==> config.mk <==
export PLATFORM = sky130hd
export DESIGN_NAME = alu_issue_stage
export DESIGN_NICKNAME = d
export VERILOG_FILES = /design/src/rtl/alu_issue_stage.sv
export SDC_FILE = /design/constraint.sdc
export NUM_CORES = 1
export LEC_CHECK = 0
export CORE_MARGIN = 2
export CORE_UTILIZATION = 65
export CTS_BUF_LIST = sky130_fd_sc_hd__clkbuf_8
export DETAILED_ROUTE_END_ITERATION = 16
export DONT_BUFFER_PORTS = 1
export PLACE_DENSITY = 0.84
export SLEW_MARGIN = 20
export SYNTH_ARGS = -nofsm -noshare
export SYNTH_HDL_FRONTEND = slang
export SYNTH_SLANG_ARGS = --single-unit
export TNS_END_PERCENT = 5
==> constraint.sdc <==
create_clock -name clk -period 10.2 [get_ports clk]
set_input_delay 0 -clock clk [delete_from_list [all_inputs] [get_ports clk]]
set_output_delay 0 -clock clk [all_outputs]
set_load 0.05 [all_outputs]
==> src/rtl/alu_issue_stage.sv <==
// rtl/alu_issue_stage.sv - registered ALU issue stage with control decode and 2-entry skid buffer (optional stats: ALU_ISSUE_STATS_EN)
module alu_issue_stage #(
  parameter int DATA_W = 64
`ifdef ALU_ISSUE_STATS_EN
  , parameter int CNT_W = 32
`endif
) (
  input  logic              clk,
  input  logic              reset,
  input  logic              in_valid,
  output logic              in_ready,
  input  logic [DATA_W-1:0] rs1_data,
  input  logic [DATA_W-1:0] rs2_data,
  input  logic [DATA_W-1:0] imm,
  input  logic              alu_src,
  input  logic [1:0]        alu_op_class,
  input  logic [2:0]        funct3,
  input  logic              funct7_b5,
  output logic              out_valid,
  input  logic              out_ready,
  output logic [DATA_W-1:0] alu_a,
  output logic [DATA_W-1:0] alu_b,
  output logic [3:0]        alu_ctrl,
  output logic              illegal
`ifdef ALU_ISSUE_STATS_EN
  , output logic [CNT_W-1:0] issue_cnt
  , output logic [CNT_W-1:0] stall_cnt
  , output logic [CNT_W-1:0] illegal_cnt
`endif
);

  typedef enum logic [1:0] {EMPTY = 2'd0, ONE = 2'd1, TWO = 2'd2} state_t;

  localparam logic [3:0] CTRL_AND = 4'b0000;
  localparam logic [3:0] CTRL_OR  = 4'b0001;
  localparam logic [3:0] CTRL_ADD = 4'b0010;
  localparam logic [3:0] CTRL_SUB = 4'b0110;
  localparam logic [3:0] CTRL_SLL = 4'b1000;

  state_t state;

  logic [DATA_W-1:0] skid_a;
  logic [DATA_W-1:0] skid_b;
  logic [3:0]        skid_ctrl;
  logic              skid_illegal;

  logic [DATA_W-1:0] new_b;
  logic [3:0]        new_ctrl;
  logic              new_illegal;
  logic              accept;
  logic              consume;

  assign accept  = in_valid & in_ready;
  assign consume = out_valid & out_ready;
  assign new_b   = alu_src ? imm : rs2_data;

  // Decode op class / funct fields into the ALU control code and illegal flag
  always_comb begin
    new_ctrl    = CTRL_ADD;
    new_illegal = 1'b0;
    case (alu_op_class)
      2'b00: new_ctrl = CTRL_ADD;
      2'b01: new_ctrl = CTRL_SUB;
      2'b10: begin
        case ({funct7_b5, funct3})
          4'b0_000:         new_ctrl = CTRL_ADD;
          4'b1_000:         new_ctrl = CTRL_SUB;
          4'b0_111, 4'b1_111: new_ctrl = CTRL_AND;
          4'b0_110, 4'b1_110: new_ctrl = CTRL_OR;
          4'b0_001:         new_ctrl = CTRL_SLL;
          default:          new_illegal = 1'b1;
        endcase
      end
      default: new_illegal = 1'b1;
    endcase
  end

  // Buffer FSM: main entry drives the ALU outputs, skid catches the second entry
  always_ff @(posedge clk or posedge reset) begin
    if (reset) begin
      state        <= EMPTY;
      in_ready     <= 1'b1;
      out_valid    <= 1'b0;
      alu_a        <= '0;
      alu_b        <= '0;
      alu_ctrl     <= CTRL_ADD;
      illegal      <= 1'b0;
      skid_a       <= '0;
      skid_b       <= '0;
      skid_ctrl    <= CTRL_ADD;
      skid_illegal <= 1'b0;
    end else begin
      case (state)
        EMPTY: begin
          if (accept) begin
            alu_a     <= rs1_data;
            alu_b     <= new_b;
            alu_ctrl  <= new_ctrl;
            illegal   <= new_illegal;
            out_valid <= 1'b1;
            state     <= ONE;
          end
        end
        ONE: begin
          if (accept && !consume) begin
            skid_a       <= rs1_data;
            skid_b       <= new_b;
            skid_ctrl    <= new_ctrl;
            skid_illegal <= new_illegal;
            in_ready     <= 1'b0;
            state        <= TWO;
          end else if (accept && consume) begin
            alu_a    <= rs1_data;
            alu_b    <= new_b;
            alu_ctrl <= new_ctrl;
            illegal  <= new_illegal;
          end else if (consume) begin
            out_valid <= 1'b0;
            state     <= EMPTY;
          end
        end
        TWO: begin
          if (consume) begin
            alu_a    <= skid_a;
            alu_b    <= skid_b;
            alu_ctrl <= skid_ctrl;
            illegal  <= skid_illegal;
            in_ready <= 1'b1;
            state    <= ONE;
          end
        end
        default: begin
          state     <= EMPTY;
          in_ready  <= 1'b1;
          out_valid <= 1'b0;
        end
      endcase
    end
  end

`ifdef ALU_ISSUE_STATS_EN
  // Statistics counters; they wrap naturally at all-ones
  always_ff @(posedge clk or posedge reset) begin
    if (reset) begin
      issue_cnt   <= '0;
      stall_cnt   <= '0;
      illegal_cnt <= '0;
    end else begin
      if (consume) issue_cnt <= issue_cnt + 1'b1;
      if (out_valid && !out_ready) stall_cnt <= stall_cnt + 1'b1;
      if (consume && illegal) illegal_cnt <= illegal_cnt + 1'b1;
    end
  end
`endif

endmodule

* Word level (Yosys, flattened, before mapping)
Cells that the tools add are included.
Cells by class: muxes and demuxes 39, eq/ne operators 19, bitwise operators 4, reductions and logical operators 16
Operator list (number):
- two-way mux 64 bit | 9
- one-hot mux 64 bit (3 select lines) | 2
- two-way mux 4 bit | 4
- one-hot mux 4 bit (4 select lines) | 1
- != test 2 bit (second input constant) | 7
- equality test 4 bit (second input constant) | 3
- one-hot mux 4 bit (3 select lines) | 1
- two-way mux 1 bit | 11
- two-way mux 2 bit | 5
- AND reduction 5 bit | 2
- one-hot mux 1 bit (3 select lines) | 3
- equality test 4 x 3 -> 1 bit (second input constant) | 2
- one-hot mux 4 bit (2 select lines) | 1
- OR reduction 7 bit | 1
- != test 3 bit (second input constant) | 2
- one-hot mux 2 bit (3 select lines) | 1
- OR reduction 2 bit | 3
- equality test 2 x 1 -> 1 bit (second input constant) | 2
- equality test 2 bit (second input constant) | 2
- equality test 4 x 1 -> 1 bit (second input constant) | 1
- zero test 2 bit | 2
- zero test 4 bit | 1
- AND reduction 4 bit | 1
- AND reduction 3 bit | 1
- other kinds (7) | 10
Storage, ports and cells: bits of input ports 203, output and inout bits 135, logic and storage cells 89, register bits after elaboration 270

* Depth between registers and ports, before layout
Gate-level depths: netlist (run 1).
word-level depth 7, gate-level depth with buffers 7, mapped depth without buffers 6

* Worst setup path before layout (run 1)
Ideal clock, no wire load.
kind reg2reg, from reg out_valid, to reg skid_a[0], library setup time 0.125 ns, required time 10.075 ns, clock period less this slack 1.883 ns, cell stages (with the launch flop) 6, path buffers 2, setup slack 8.317 ns, arrival 1.758 ns, cells stage by stage dfrtp_1 nand2_1 nand3_1 buf_6 clkbuf_8 mux2_2
On the way: cells in the longest elaborated chain, start to end 4
Ends and longest elaborated chain:
- start, declared | line 19 | output logic out_valid,
- start signal, assigned | line 83 | out_valid <= 1'b0;
- start signal, assigned | line 100 | out_valid <= 1'b1;
- start signal, assigned | line 118 | out_valid <= 1'b0;
- AND 1 bit | line 54 | assign consume = out_valid & out_ready;
- zero test 1 bit | line 105 | if (accept && !consume) begin
- logical AND 1 bit | line 105
- AND reduction 2 bit (no line)
- end signal, assigned | line 106 | skid_a <= rs1_data;
- end, declared | line 42 | logic [DATA_W-1:0] skid_a;
Every way passes these cells. A chain may end at the register's enable or synchronous reset.

* Worst setup path after layout (run 1)
from reg out_valid, to reg skid_a[14]
The elaborated chain is that of the path after synthesis.

==> qor.txt, run 1 <==
fmax: 0.263 GHz
CTS buffer count: 43
outcome: completed
hpwl dp: 16,700 um
ranking of synthesized cells by area: dfrtp_1, nand2_1, mux2_2
Mapped Area: 11,900 sq um
Die Span X: 139 um
root buffer cell: clkbuf_8
GPL Wtd Cong: 0.773
Post-Route WL: 35,000 um
nets@finish: 1,577
most common library cells after synthesis: nand2_1, dfrtp_1, nor2_1, o21ai_0, a21oi_1
via count: 10,209
Die H: 139 um
routed len/inst: 21.6 um
Clk Latency, worst-skew pair: 0.53 ns
leading area contributor after synthesis: dfrtp_1
maximum VDD drop: 0.126 mV
Max Transition Viols Final: 0
Synth Net Count: 1,400
arrival time at the worst endpoint: 4.19 ns
Seq cells post-synth: 270
Place WS: 6.64 ns
layout cells sized above 1: 9.91%
count of hold-fix buffers inserted at cts: 211
area of the core: 17,900 sq um
Vias/cell: 6.28
Final Cell Area: 14,600 sq um
Gate Count Post-Synth: 1,194
Max Cap Violations: 0
All-Layer GR Usage: 35.5%
clock skew: 0.0199 ns
row cnt: 49
Num Clock Sinks: 270
Hold Fails Final Rpt: 0
fillers: 867
I/O Buffers: 0
Yosys top cell area share: 56.4%
Logic pwr share: 7.6%
Sw Pwr: 0.483 mW
sequential power share: 51.3%
largest net degree at the start of global routing: 139
synth-to-layout area growth: 23.4%
Final Non-Filler Cells: 1,625
register area share after synthesis: 57.0%
share of synthesized registers carrying an async set or reset: 100%
vias in the first global route: 10,496
H-tree Lvls: 2
router iterations before antenna repair: 6
CTS tree: built
CP endpoint kind: flop
Fin Hold WS: 0.121 ns
Int Power: 1.60 mW
clock power share: 41.0%
RSZ-0062 raised after global routing: false
Post-DRT Antenna Nets: 0
final setup violating endpoints: 0
PD cells: 143 nW/um^2
Main synth FF type: dfrtp_1
postcts setup bufs: 0
CP startpoint kind: flop
crit path max fanout: 100
library cells used by synthesis: 34
initial DRC count: 942
switching part of the total: 23.2%
Warnings, synthesis: 0
Starting Density: 66.2%
type of the worst min-delay path: in2reg
GRT overflow: 0
Worst EP required: 10.59 ns
Clock Tree Buf Depth: 3
worst slew pin tran: 1.16 ns
placed cell count: 1,344
setup TNS: 0 ns
DRC: 0
antenna violations before repair: 3
Leakage: 7.24 nW
CP Class: reg2reg
setup ws final: 6.40 ns
Resized Gates After CTS: 0
first-pass GRT wire length: 55,200 um
area of the die: 19,300 sq um
Rel. slew slack: 22.5%
mean post-synth cell area: 9.93 sq um
min cycle time layout: 3.80 ns
register area: 6760 sq um
Post-DP Area: 11,700 sq um
area of the multi-input gates: 4600 sq um
Ports: 338
Post-synth EDFFs: 0
Final period util: 37.3%
most common cell in the netlist: nand2_1
clock-pin slew on the worst setup and hold paths: 0.06 ns
-- state kept, by name, indices dropped and copies added (netlist names) --
name          flops
alu_a            64
alu_b            64
skid_a           64
skid_b           64
alu_ctrl          4
skid_ctrl         4
state             2
illegal           1
in_ready          1
out_valid         1
skid_illegal      1
-- stage by stage --
| stage | utilization, % | power, mW |
|---|---|---|
| after detailed placement | 65.5 | 1.16 |
| after global placement | 65.5 | 1.16 |
| after global routing | 81.7 | 2.16 |
| after CTS | 81.6 | 2.07 |
| after floorplan | - | 1.15 |
| final | 81.7 | 2.09 |
-- placed cells by master, fill, tap and decap left out, drive strengths merged, types with 2 or more instances in the layout --
| master | Yosys | final |
|---|---|---|
| a21oi | 72 | 72 |
| mux2 | 66 | 66 |
| mux2i | 64 | 64 |
| clkinv | 0 | 3 |
| nand4 | 2 | 2 |
| nand3 | 3 | 3 |
| o21ai | 134 | 134 |
| inv | 3 | 16 |
| clkbuf | 33 | 51 |
| nand2 | 270 | 270 |
| a31oi | 65 | 65 |
| o211ai | 3 | 3 |
| diode | 0 | 3 |
| nor3 | 2 | 2 |
| nand2b | 2 | 2 |
| dfstp | 3 | 3 |
| ha | 3 | 3 |
| dlygate4sd3 | 0 | 211 |
| nor2 | 134 | 134 |
| buf | 55 | 9 |
| dfrtp | 267 | 267 |
-- per-layer routing --
metal  vias up  track usage [%]  part of all wire [%]
met5         -                0                     0
met3       172             10.7                   9.9
met2       684             58.8                    50
met1      4936             42.3                    35
met4         0             18.4                   5.4
li1       4417                -                     -
-- power by group through the flow --
| stage | clock network, mW | logic, mW | registers, mW |
|---|---|---|---|
| 5_1_grt | 0.913 | 0.174 | 1.07 |
| 6_report | 0.856 | 0.160 | 1.07 |
| 4_1_cts | 0.851 | 0.149 | 1.07 |
| 2_1_floorplan | 0 | 0.0628 | 1.09 |
| 3_3_place_gp | 0 | 0.0711 | 1.09 |
| 3_5_place_dp | 0 | 0.0732 | 1.09 |
-- cells by family after synthesis --
logic type,count (synthesis),synth area share [%]
AND/OR/NAND/NOR,420,13.7
multiplexers,130,11.7
adder cells (fa/ha/maj),3,0.317
flip-flops,270,57.0
AO/OA/AOI/OAI,280,12.8
buffers and inverters,91,4.52
-- critical path, cell delays in order, from the launching register on --
cell	delay, ns
dfrtp_1	0.74
nand2_1	0.38
nand3_4	0.24
buf_4	0.83
buf_4	0.89
mux2_2	0.44
-- path summary, 6_finish.rpt --
check / to / start / slack [ns] / cells past startpoint
worst min-delay path: skid_ctrl[1]$_DFFE_PP1P_ / alu_op_class[1] / 0.12 / 5
worst min register to register: skid_b[52]$_DFFE_PP0P_ / skid_b[52]$_DFFE_PP0P_ / 0.48 / 2
worst max-delay path: skid_a[14]$_DFFE_PP0P_ / out_valid$_DFFE_PP0P_ / 6.40 / 5
min in group asynchronous: skid_a[10]$_DFFE_PP0P_ / reset / 0.18 / 2
max in group asynchronous: alu_b[34]$_DFFE_PP0P_ / reset / 8.06 / 4
worst max register to register: skid_a[14]$_DFFE_PP0P_ / out_valid$_DFFE_PP0P_ / 6.40 / 5
-- layout make-up --
cell class              count  share of cell area (%)
diodes                      3                  0.0513
clock buffers              51                    4.80
clock inverters            16                   0.436
inverters                   3                   0.128
multi-input cells         833                    31.4
flip-flops and latches    270                    46.2
well taps                 229                    1.96
repair buffers            220                    15.0
Note: power is estimated with default switching activity, not from simulation.
==> run 2: changes to the inputs <==
--- a/config.mk
+++ b/config.mk
@@ -6,11 +6,11 @@
 export NUM_CORES = 1
 export LEC_CHECK = 0
 export CORE_MARGIN = 2
-export CORE_UTILIZATION = 65
+export CORE_UTILIZATION = 60
 export CTS_BUF_LIST = sky130_fd_sc_hd__clkbuf_8
 export DETAILED_ROUTE_END_ITERATION = 16
 export DONT_BUFFER_PORTS = 1
-export PLACE_DENSITY = 0.84
+export PLACE_DENSITY = 0.82
 export SLEW_MARGIN = 20
 export SYNTH_ARGS = -nofsm -noshare
 export SYNTH_HDL_FRONTEND = slang
==> constraint.sdc (replaced) <==
create_clock -name clk -period 3.1 [get_ports clk]
set_input_delay 0 -clock clk [delete_from_list [all_inputs] [get_ports clk]]
set_output_delay 0 -clock clk [all_outputs]
set_load 0.05 [all_outputs]
==> run 2 against run 1 <==
  * Combinational power rose to 3.3 times the previous value
  * Clock power increased to 3.6 times the previous value
  * Worst setup slack got worse by 6.0 ns
  * Die area rose by 8.1%
  * Sequential cell count stayed put
  * Cell count up 2.8%
  * Global-route usage decreased by 3.9 points
  * Highest routed layer unchanged
  * Register-to-register slack lost 6.0 ns
  * Largest cell class unchanged
==> qor.txt, run 2 (synthesis results as in run 1) <==
fillers: 1,117
Logic pwr share: 7.3%
routed len/inst: 20.2 um
I/O Buffers: 0
Leakage: 7.33 nW
synth-to-layout area growth: 25.6%
area of the die: 20,900 sq um
Critical Path Max Stage Delay: 0.75 ns
clock power share: 43.4%
GRT overflow: 0
CP cell instances: and3b_1 > nand3_4 > buf_12 > o31ai_1 > dlygate4sd3_1
Die Span X: 145 um
Max Transition Viols Final: 0
vias in the first global route: 10,110
area of the multi-input gates: 4600 sq um
Clock Tree Buf Depth: 3
All-Layer GR Usage: 31.6%
layout cells sized above 1: 11.1%
Num Clock Sinks: 270
Max Cap Violations: 0
clock-pin slew on the worst setup and hold paths: 0.06 ns
setup TNS: 0 ns
most frequent cells in the layout: nand2_1, dfrtp_1, dlygate4sd3_1, nor2_1, o21ai_0
Final period util: 87.3%
arrival time at the worst endpoint: 3.17 ns
Worst EP required: 3.56 ns
H-tree Lvls: 2
PD cells: 480 nW/um^2
Vias/cell: 5.95
CP endpoint kind: flop
Post-DP Area: 11,900 sq um
Die H: 145 um
fmax: 0.369 GHz
Final Non-Filler Cells: 1,671
Int Power: 5.53 mW
crit path max fanout: 191
Starting Density: 61.1%
largest net degree at the start of global routing: 199
outcome: completed
slowest stage cell, crit path: dfstp_2
initial DRC count: 684
final setup violating endpoints: 0
area of the core: 19,400 sq um
postcts setup bufs: 0
maximum VDD drop: 0.391 mV
Clk Latency, worst-skew pair: 0.52 ns
via count: 9,948
GPL Wtd Cong: 0.796
row cnt: 51
most common cell after layout, fill and taps aside: nand2_1
Final Cell Area: 14,900 sq um
hpwl dp: 17,700 um
nets@finish: 1,581
DRC: 0
CP startpoint kind: flop
Post-DRT Antenna Nets: 0
count of hold-fix buffers inserted at cts: 206
Sw Pwr: 1.62 mW
antenna violations before repair: 1
router iterations before antenna repair: 7
CTS tree: built
first-pass GRT wire length: 51,700 um
placed cell count: 1,389
register area: 6760 sq um
min cycle time layout: 2.71 ns
Post-Route WL: 33,800 um
root buffer cell: clkbuf_8
Resized Gates After CTS: 0
Ports: 338
Final Core Density: 76.7%
type of the worst min-delay path: in2reg
sequential power share: 49.3%
switching part of the total: 22.7%
clock skew: 0.0153 ns
CP Class: reg2reg
Rel. slew slack: 33.0%
worst slew pin tran: 1.00 ns
Hold Fails Final Rpt: 0
CTS buffer count: 43
RSZ-0062 raised after global routing: false
run 2: changes by cell type in the layout (fill, tap and decap cells not counted), moves of 2 or more:
cell           change
clkbuf_8           +6
clkinv_2           +2
buf_6              -2
buf_4              +3
inv_1              -2
buf_12             +8
dlygate4sd3_1      -5
run 2: per-layer routing:
layer	wire, um	global-route usage [%]	up-vias
met5	0	0	-
met4	1650	17.8	0
met3	3390	12.0	149
met2	17000	53.3	547
met1	11700	34.4	4831
li1	-	-	4421
run 2: final timing paths:
kind | start | endpoint | slack (ns) | depth (start not counted)
worst max-delay path | in_ready$_DFFE_PP1P_ | skid_ctrl[0]$_DFFE_PP0P_ | 0.39 | 5
worst min-delay path | alu_op_class[1] | alu_ctrl[2]$_DFFE_PP0P_ | 0.04 | 4
worst max register to register | in_ready$_DFFE_PP1P_ | skid_ctrl[0]$_DFFE_PP0P_ | 0.39 | 5
worst min register to register | skid_b[52]$_DFFE_PP0P_ | skid_b[52]$_DFFE_PP0P_ | 0.47 | 2
max in group asynchronous | reset | skid_b[1]$_DFFE_PP0P_ | 1.97 | 3
min in group asynchronous | reset | out_valid$_DFFE_PP0P_ | 0.18 | 2
run 2: per-stage QoR:
| stage | power (mW) | hold WS, ns | setup WS, ns |
|---|---|---|---|
| after CTS | 7.15 | 0.00955 | 0.496 |
| after floorplan | 3.80 | 0.0968 | -0.465 |
| after global placement | 3.84 | 0.102 | 0.889 |
| final | 7.15 | 0.0442 | 0.393 |
| after global routing | 7.39 | 0.0417 | 0.334 |
| after detailed placement | 3.85 | 0.122 | 0.783 |
run 2: final cells by class:
| cell class | instances | area share (%) |
|---|---|---|
| timing repair buffer | 224 | 15.4 |
| clock buffer | 57 | 5.27 |
| clock inverter | 17 | 0.647 |
| multi-input combinational | 833 | 30.9 |
| antenna | 2 | 0.0336 |
| inverter | 3 | 0.101 |
| tap | 265 | 2.23 |
| sequential | 270 | 45.4 |
run 2: power by group through the flow:
stage                     Clock [mW]  Sequential (mW)  Combinational [mW]
after floorplan                    0             3.59               0.207
after global placement             0             3.59               0.251
after global routing            3.30             3.52               0.571
final                           3.10             3.52               0.522
after CTS                       3.12             3.53               0.504
after detailed placement           0             3.59               0.257
run 2: critical path, delay by kind of cell, from the launching register on:
kind | cells | cell delay [ns]
buf+inv | 2 | 0.93
compound gates | 1 | 0.35
flops | 1 | 0.75
simple gates | 2 | 0.48
==> run 3: changes to the inputs <==
==> constraint.sdc (replaced) <==
create_clock -name clk -period 3.1 [get_ports clk]
set_input_delay 0.31 -clock clk [delete_from_list [all_inputs] [get_ports clk]]
set_output_delay 0.31 -clock clk [all_outputs]
set_load 0.05 [all_outputs]
==> run 3 against run 2 <==
  * Global-route usage down 4.1 points
  * Worst setup slack worse by 0.012 ns
  * Sequential cell count unchanged
  * Wire length down 14%
  * First-iteration DRC count down 10%
  * Register-to-register slack about the same
  * Combinational power down 31%
  * Clock power down 2%
  * Critical path type unchanged
  * Largest cell class unchanged
  * Highest routed layer unchanged
==> qor.txt, run 3 (synthesis results as in run 1) <==
worst slew pin tran: 0.928 ns
Die H: 145 um
final setup violating endpoints: 0
area of the multi-input gates: 4600 sq um
Vias/cell: 5.78
Final period util: 87.7%
All-Layer GR Usage: 27.5%
I/O Buffers: 0
largest net degree at the start of global routing: 199
initial DRC count: 614
Ports: 338
synth-to-layout area growth: 15.8%
clock-pin slew on the worst setup and hold paths: 0.06 ns
router iterations before antenna repair: 5
Fin Hold WS: 0.0265 ns
Num Clock Sinks: 270
DRC: 0
type of the worst min-delay path: in2reg
GPL Wtd Cong: 0.777
Clock Tree Buf Depth: 3
CTS tree: built
register area: 6760 sq um
hpwl dp: 18,100 um
vias in the first global route: 8,720
outcome: completed
CTS buffer count: 43
Leakage: 6.87 nW
crit path max fanout: 69
Hold Fails Final Rpt: 0
Worst EP required: 3.56 ns
Post-DRT Antenna Nets: 0
row cnt: 51
antenna violations before repair: 0
CP endpoint kind: flop
min cycle time layout: 2.72 ns
most common cell after layout, fill and taps aside: nand2_1
GRT overflow: 0
clock skew: 0.0127 ns
CP Class: reg2reg
Post-Route WL: 29,200 um
antenna diode count: 0
maximum VDD drop: 0.370 mV
Rel. slew slack: 38.0%
arrival time at the worst endpoint: 3.18 ns
layout cells sized above 1: 12.4%
first-pass GRT wire length: 45,300 um
Final Core Density: 70.8%
via count: 8,971
RSZ-0062 raised after global routing: false
CP startpoint kind: flop
Max Cap Violations: 0
H-tree Lvls: 2
nets@finish: 1,464
fmax: 0.368 GHz
Max Transition Viols Final: 0
postcts setup bufs: 0
routed len/inst: 18.8 um
Die Span X: 145 um
most frequent cells in the layout: nand2_1, dfrtp_1, nor2_1, o21ai_0, dlygate4sd3_1
Clk Latency, worst-skew pair: 0.52 ns
area of the core: 19,400 sq um
Starting Density: 61.1%
fillers: 1,318
root buffer cell: clkbuf_8
area of the die: 20,900 sq um
PD cells: 504 nW/um^2
[run 3: cell types whose count changed in the layout (fill, tap and decap cells not counted), sizes merged]
cell	previous run	this run
buf	18	22
clkbuf	57	55
clkinv	5	6
diode	2	0
dlygate4sd3	206	85
inv	13	14
[run 3: worst paths after layout]
kind	start	endpoint	slack (ns)	depth (start not counted)
max	in_ready$_DFFE_PP1P_	skid_ctrl[0]$_DFFE_PP0P_	0.38	5
min	rs2_data[15]	skid_b[15]$_DFFE_PP0P_	0.03	2
max reg2reg	in_ready$_DFFE_PP1P_	skid_ctrl[0]$_DFFE_PP0P_	0.38	5
min reg2reg	skid_b[33]$_DFFE_PP0P_	skid_b[33]$_DFFE_PP0P_	0.47	2
max in group asynchronous	reset	alu_a[43]$_DFFE_PP0P_	1.80	3
min in group asynchronous	reset	state[0]$_DFFE_PP0P_	0.47	2
[run 3: area by class of cell]
cell class,instances,area share (%)
sequential,270,49.2
clock buffer,55,5.51
multi-input combinational,833,33.5
inverter,3,0.109
timing repair buffer,107,8.49
tap,265,2.41
clock inverter,19,0.765
[run 3: per-layer routing]
| layer | global-route usage [%] | up-vias | routed length (um) |
|---|---|---|---|
| met1 | 32.8 | 4284 | 10900 |
| met5 | 0 | - | 0 |
| met4 | 12.1 | 0 | 1030 |
| met3 | 9.04 | 93 | 2810 |
| met2 | 45.8 | 406 | 14500 |
| li1 | - | 4188 | - |
[run 3: repair_timing]
item / in CTS / in global routing
hold buffers: 85 / 0
hold endpoints to repair: 167 / 0
gates resized for setup: 0 / 0
[run 3: through the flow]
step                instance area (sq um)  setup TNS [ns]  setup slack, ns  std cells  power [mW]
finish                              13700               0            0.381       1552        6.91
detailed placement                  12000               0            0.770       1393        3.85
floorplan                           11900         -206.92           -0.775       1194        3.80
CTS                                 13700               0            0.390       1552        6.96
global placement                    12000               0            0.855       1393        3.84
global route                        13700               0            0.208       1552        7.19
[run 3: worst max-delay path, cell delays in order, from the launching register on]
cell and delay [ns]:
dfstp_2 0.75, and3b_1 0.29, nand3_4 0.38, buf_12 0.39, o31ai_1 0.24, dlygate4sd3_1 0.57
[run 3: report_power, final]
| group | internal, mW | leakage (nW) | switching [mW] |
|---|---|---|---|
| registers | 3.52 | 3.76 | 0 |
| logic | 0.166 | 2.61 | 0.193 |
| clock network | 1.67 | 0.497 | 1.36 |
